## src/rtl/tx_inband_pkg.sv

```systemverilog
// rtl/tx_inband_pkg.sv - shared constants and helpers for the inband TX path
package tx_inband_pkg;
   localparam int MAX_CHAN         = 4;
   localparam int SAMPLE_W_DEFAULT = 16;
   localparam int RATE_W_DEFAULT   = 8;
   localparam int UCNT_W_DEFAULT   = 8;

   // 32-bit container so any counter up to 32 bits can share it; callers truncate back.
   function automatic logic [31:0] sat_inc(input logic [31:0] value, input logic [31:0] max_value);
      return (value >= max_value) ? max_value : value + 32'd1;
   endfunction
endpackage

```

## src/rtl/tx_strobe_div.sv

```systemverilog
// rtl/tx_strobe_div.sv - per-channel strobe divider with sticky underrun status
module tx_strobe_div
   import tx_inband_pkg::*;
#(
   parameter int RATE_W = RATE_W_DEFAULT,
   parameter int UCNT_W = UCNT_W_DEFAULT
) (
   input  logic              txclk,
   input  logic              reset,
   input  logic              txstrobe,
   input  logic              enable,
   input  logic [RATE_W-1:0] rate,
   input  logic              txempty,
   input  logic              clear_status,
   output logic              chan_txstrobe,
   output logic              tx_underrun,
   output logic [UCNT_W-1:0] underrun_cnt
);
   localparam logic [UCNT_W-1:0] UCNT_MAX = '1;

   logic [RATE_W-1:0] cnt;
   logic [RATE_W-1:0] last;
   logic [UCNT_W-1:0] cnt_inc;
   logic              underrun_event;

   // Rate 0 behaves as rate 1; >= lets a mid-count rate reduction wrap at once.
   assign last           = (rate == '0) ? '0 : rate - RATE_W'(1);
   assign underrun_event = enable & chan_txstrobe & txempty;
   assign cnt_inc        = UCNT_W'(sat_inc(32'(underrun_cnt), 32'(UCNT_MAX)));

   always_ff @(posedge txclk or negedge reset) begin
      if (!reset) begin
         cnt           <= '0;
         chan_txstrobe <= 1'b0;
      end else if (!enable) begin
         cnt           <= '0;
         chan_txstrobe <= 1'b0;
      end else if (txstrobe) begin
         if (cnt >= last) begin
            cnt           <= '0;
            chan_txstrobe <= 1'b1;
         end else begin
            cnt           <= cnt + RATE_W'(1);
            chan_txstrobe <= 1'b0;
         end
      end else begin
         chan_txstrobe <= 1'b0;
      end
   end

   // A clear that coincides with an event restarts the status at that event.
   always_ff @(posedge txclk or negedge reset) begin
      if (!reset) begin
         tx_underrun  <= 1'b0;
         underrun_cnt <= '0;
      end else if (clear_status) begin
         tx_underrun  <= underrun_event;
         underrun_cnt <= underrun_event ? UCNT_W'(1) : '0;
      end else if (underrun_event) begin
         tx_underrun  <= 1'b1;
         underrun_cnt <= cnt_inc;
      end
   end
endmodule

```

## src/rtl/tx_chan_outstage.sv

```systemverilog
// rtl/tx_chan_outstage.sv - multi-channel TX output stage with gating, status and reductions
module tx_chan_outstage
   import tx_inband_pkg::*;
#(
   parameter int NUM_CHAN = 2,
   parameter int SAMPLE_W = SAMPLE_W_DEFAULT,
   parameter int RATE_W   = RATE_W_DEFAULT,
   parameter int UCNT_W   = UCNT_W_DEFAULT
) (
   input  logic                         txclk,
   input  logic                         reset,
   input  logic                         txstrobe,
   input  logic [NUM_CHAN-1:0]          chan_enable,
   input  logic [NUM_CHAN*RATE_W-1:0]   strobe_rate,
   input  logic [NUM_CHAN*SAMPLE_W-1:0] chan_i,
   input  logic [NUM_CHAN*SAMPLE_W-1:0] chan_q,
   input  logic [NUM_CHAN-1:0]          chan_txempty,
   input  logic [NUM_CHAN-1:0]          chan_have_space,
   input  logic                         cmd_have_space,
   input  logic                         clear_status,
   output logic [NUM_CHAN-1:0]          chan_txstrobe,
   output logic [NUM_CHAN*SAMPLE_W-1:0] tx_i,
   output logic [NUM_CHAN*SAMPLE_W-1:0] tx_q,
   output logic [NUM_CHAN-1:0]          tx_underrun,
   output logic [NUM_CHAN*UCNT_W-1:0]   underrun_cnt,
   output logic [31:0]                  adc_time,
   output logic                         have_space,
   output logic                         tx_empty
);
   logic [NUM_CHAN-1:0]          sample_ok;
   logic [NUM_CHAN*SAMPLE_W-1:0] gated_i;
   logic [NUM_CHAN*SAMPLE_W-1:0] gated_q;
   logic                         have_space_c;
   logic                         tx_empty_c;

   assign sample_ok    = chan_enable & ~chan_txempty;
   // Disabled channels never hold back the reductions.
   assign have_space_c = cmd_have_space & (&(chan_have_space | ~chan_enable));
   assign tx_empty_c   = &(chan_txempty | ~chan_enable);

   for (genvar k = 0; k < NUM_CHAN; k++) begin : g_chan
      assign gated_i[k*SAMPLE_W +: SAMPLE_W] = sample_ok[k] ? chan_i[k*SAMPLE_W +: SAMPLE_W] : '0;
      assign gated_q[k*SAMPLE_W +: SAMPLE_W] = sample_ok[k] ? chan_q[k*SAMPLE_W +: SAMPLE_W] : '0;

      tx_strobe_div #(
         .RATE_W (RATE_W),
         .UCNT_W (UCNT_W)
      ) u_strobe_div (
         .txclk         (txclk),
         .reset         (reset),
         .txstrobe      (txstrobe),
         .enable        (chan_enable[k]),
         .rate          (strobe_rate[k*RATE_W +: RATE_W]),
         .txempty       (chan_txempty[k]),
         .clear_status  (clear_status),
         .chan_txstrobe (chan_txstrobe[k]),
         .tx_underrun   (tx_underrun[k]),
         .underrun_cnt  (underrun_cnt[k*UCNT_W +: UCNT_W])
      );
   end

   always_ff @(posedge txclk or negedge reset) begin
      if (!reset) begin
         tx_i       <= '0;
         tx_q       <= '0;
         adc_time   <= '0;
         have_space <= 1'b0;
         tx_empty   <= 1'b1;
      end else begin
         tx_i       <= gated_i;
         tx_q       <= gated_q;
         have_space <= have_space_c;
         tx_empty   <= tx_empty_c;
         if (txstrobe) begin
            adc_time <= adc_time + 32'd1;
         end
      end
   end
endmodule

```

## config.mk

```make
export PLATFORM = sky130hd
export DESIGN_NAME = tx_chan_outstage
export DESIGN_NICKNAME = d
export VERILOG_FILES = /design/src/rtl/tx_inband_pkg.sv /design/src/rtl/tx_strobe_div.sv /design/src/rtl/tx_chan_outstage.sv
export SDC_FILE = /design/constraint.sdc
export NUM_CORES = 1
export LEC_CHECK = 0
export BUFFER_PORTS_ARGS = -buffer_cell sky130_fd_sc_hd__buf_2
export CAP_MARGIN = 20
export CORE_MARGIN = 3
export CORE_UTILIZATION = 23
export DETAILED_ROUTE_END_ITERATION = 12
export HOLD_SLACK_MARGIN = 0.03
export PLACE_DENSITY = 0.41
export SLEW_MARGIN = 20
export SYNTH_ARGS = -nofsm -noshare
export SYNTH_HDL_FRONTEND = slang
export SYNTH_SLANG_ARGS = --single-unit
export TNS_END_PERCENT = 100
```

## constraint.sdc

```tcl
create_clock -name txclk -period 2.35 [get_ports txclk]
set_input_delay 0.3525 -clock txclk [delete_from_list [all_inputs] [get_ports txclk]]
set_output_delay 0.3525 -clock txclk [all_outputs]
set_load 0.02 [all_outputs]
```

==> flow_metrics.tcl <==
set metrics [dict create \
    port_buffers 208 \
    syn_nets 670 \
    drc 0 \
    cts_sinks 134 \
    netlist_area_um2 6012 \
    antenna_cells 0 \
    hold_depth 2 \
    grt_first_pass_wirelength_um 26450 \
    ys_seq_area_share_pct 55.80 \
    ctsHtreeMaxLevel 4 \
    slew_headroom_pct 61.16 \
    grt_pass1_vias 4988 \
    synth.area.top_cells "dfrtp_1, and2_1, ha_1" \
    ys_types 50 \
    irDropWorstVdd_v 0.0005437 \
    rsz0062_at_grt "true" \
    violations "negative setup slack" \
    layout_commonest_cell "buf_2" \
    die_height_um 167.7 \
    hold_class "in -> reg" \
    async_flop_share_pct 100.0 \
    firstDrtPassIters 4 \
    vias 4935 \
    drive_gt1_share_pct 39.95 \
    antenna_found_initial 2 \
    critPathRequiredTime_ns 2.65 \
    placed_cell_area_um2 7801 \
    synth_edf_count 0 \
    cts_tree "yes" \
    drt.antenna.violating_nets 0 \
    slew_violations 0 \
    rr_endpoint "g_chan[0].u_strobe_div.cnt[1]" \
    period_needed_ns 2.360 \
    place_congestion 0.7152 \
    avgViaCountPerCell 4.288 \
    nets 922 \
    hold_violations 0 \
    synth-seq-cells 134 \
    p_leak_nw 4.349 \
    max_freq_mhz 423.8 \
    clockBufferDepth 2 \
    fp.coreArea_um2 25400 \
    crit_arrival_ns 2.66 \
    clkTransAtPathRegs_ns 0.07 \
    reg2reg_depth 6 \
    row_count 58 \
    finalInstanceArea_um2 8586 \
    cp-startpoint "strobe_rate[9]" \
    synth_cells 556 \
    reg2reg_slack_ns 0.29 \
    pwr_density_cell_nw_per_um2 675.2 \
    cp_max_fo 5 \
    initial_utilization_pct 23.67 \
    path_class "in -> reg" \
    hpwl_um 12670 \
    totalWireLength_um 16760 \
    final.setup_skew_ns 0.008484 \
    fin_ws_ns -0.009638 \
    yosysTopAreaCell "dfrtp_1" \
    setup_viol 1 \
    synthToLayoutAreaGrowth_pct 42.81 \
    worstMarginPinSlew_ns 0.5826 \
    grt_max_degree 58 \
    grt.overflow.total 0 \
    status "finished, violations left" \
    synth_warnings 0 \
    drv_cap 0 \
    drt_iter0_drc 225 \
    clock_latency_ns 0.42 \
    timing.rr.start "g_chan[0].u_strobe_div.cnt[1]" \
    fin_tns_setup_ns -0.009638 \
    avgSynthCellArea_um2 10.81 \
    setup.worst_path.start_class "input port" \
    grt_usage_pct 11.84 \
    drt-wirelength-per-cell_um 14.56 \
    io_pins 209 \
    cts_buffers 17 \
    fin_crit_sh_pct 100.4 \
    layout_common_cells "buf_2, dfrtp_1, and2_1" \
    cp-endpoint "g_chan[1].u_strobe_div.chan_txstrobe" \
    cts-root-buf "clkbuf_16" \
    die_area_um2 28110 \
    cp-end-kind "flip-flop" \
    synth_top_area_share_pct 55.36 \
    synthFlopType "dfrtp_1" \
    dieWidth_um 167.7 \
]
-- per-layer routing --
layer / global-route usage, % / routed length [um] / vias up
li1: - / - / 2425
met3: 5.713 / 1720 / 14
met5: 0 / 27 / -
met4: 3.629 / 148 / 4
met2: 18.72 / 7785 / 166
met1: 14.32 / 7077 / 2326
-- cells in the mapped netlist, types with 2 or more instances --
library cell,n
or3_1,6
xnor2_1,29
dfrtp_1,133
buf_2,2
o21a_1,2
nor3b_1,4
inv_1,18
nor4b_1,2
nand2_1,45
nand4_1,18
o31a_1,2
clkbuf_1,11
buf_4,4
nor3_1,18
mux2i_1,6
nand2b_1,9
o21ai_0,10
o211ai_1,3
nor2_1,34
ha_1,23
and2_1,69
o22ai_1,2
xor2_1,13
and4_1,2
a31oi_1,2
nor4_1,5
a211oi_1,6
nor2b_1,2
mux2_2,4
nand3_1,29
and3_1,12
a21oi_1,12
a21o_1,2
-- sequential cells by signal, indices dropped and copies added (netlist names) --
name	flops
tx_empty	1
g_chan.u_strobe_div.tx_underrun	2
g_chan.u_strobe_div.underrun_cnt	16
have_space	1
g_chan.u_strobe_div.chan_txstrobe	2
g_chan.u_strobe_div.cnt	16
tx_q	32
adc_time	32
tx_i	32
-- timing repair --
| action | in CTS | in global routing |
|---|---|---|
| hold buffers | 1 | 0 |
| endpoints found under the setup margin | 8 | 11 |
| pin swaps | 6 | 17 |
| hold endpoints to repair | 51 | 0 |
| cloned | 0 | 0 |
| setup buffers | 1 | 3 |
| resized for setup | 4 | 32 |
-- stage by stage --
stage	hold slack [ns]	power (mW)	worst slack, ns	cells	util (%)
after global placement	0.3862	3.270	-0.5434	1114	30.71
after CTS	0.1041	5.888	-0.05323	1148	33.04
after floorplan	0.05691	2.907	-0.2644	556	-
after detailed placement	0.3811	3.274	-0.5543	1114	30.71
final	0.1305	5.797	-0.009638	1151	33.80
after global routing	0.1092	6.094	-0.09350	1151	33.80
-- worst max-delay path, stage by stage --
cell	delay [ns]
buf_12	0.11
inv_12	0.04
ha_4	0.12
nand2_2	0.05
or3_4	0.32
or3_4	0.34
buf_6	0.13
nand2_1	0.07
ha_1	0.23
and3_1	0.18
o21ai_1	0.12
a311o_1	0.30
a21oi_2	0.13
and2_1	0.15
-- cells by family (layout without fill, tap and decap cells) --
| logic type | Yosys count | after routing | share of synthesized area [%] |
|---|---|---|---|
| multiplexers | 10 | 10 | 1.748 |
| flip-flops | 134 | 134 | 55.80 |
| adder cells (fa/ha/maj) | 23 | 23 | 4.787 |
| AO/OA/AOI/OAI | 53 | 53 | 6.077 |
| buffers and inverters | 36 | 301 | 2.539 |
| AND/OR/NAND/NOR | 258 | 258 | 22.93 |
| XOR/XNOR | 42 | 42 | 6.119 |
-- power by group --
group | switching (mW) | internal, mW | total, mW
clock network | 1.15 | 1.40 | 2.55
logic | 0.412 | 0.318 | 0.730
registers | 0.101 | 2.42 | 2.52
-- cell type report --
class | instances | area [um^2]
Sequential cell | 134 | 3354
Timing Repair Buffer | 251 | 1439
Fill cell | 2668 | 16810
Clock inverter | 15 | 135.1
Multi-Input combinational cell | 386 | 2731
Inverter | 18 | 87.58
Clock buffer | 17 | 425.4
Tap cell | 330 | 412.9
-- how the worst min path moves through the flow --
stage               start     endpoint  slack (ns)
6_report       chan_i[10]     tx_i[10]        0.13
5_1_grt        chan_q[16]     tx_q[16]        0.11
4_1_cts        chan_i[10]     tx_i[10]        0.10
3_5_place_dp        reset  adc_time[5]        0.38
3_3_place_gp        reset  adc_time[6]        0.39
2_1_floorplan       reset  adc_time[0]        0.06
No activity file was read; power rests on OpenSTA's default activity.
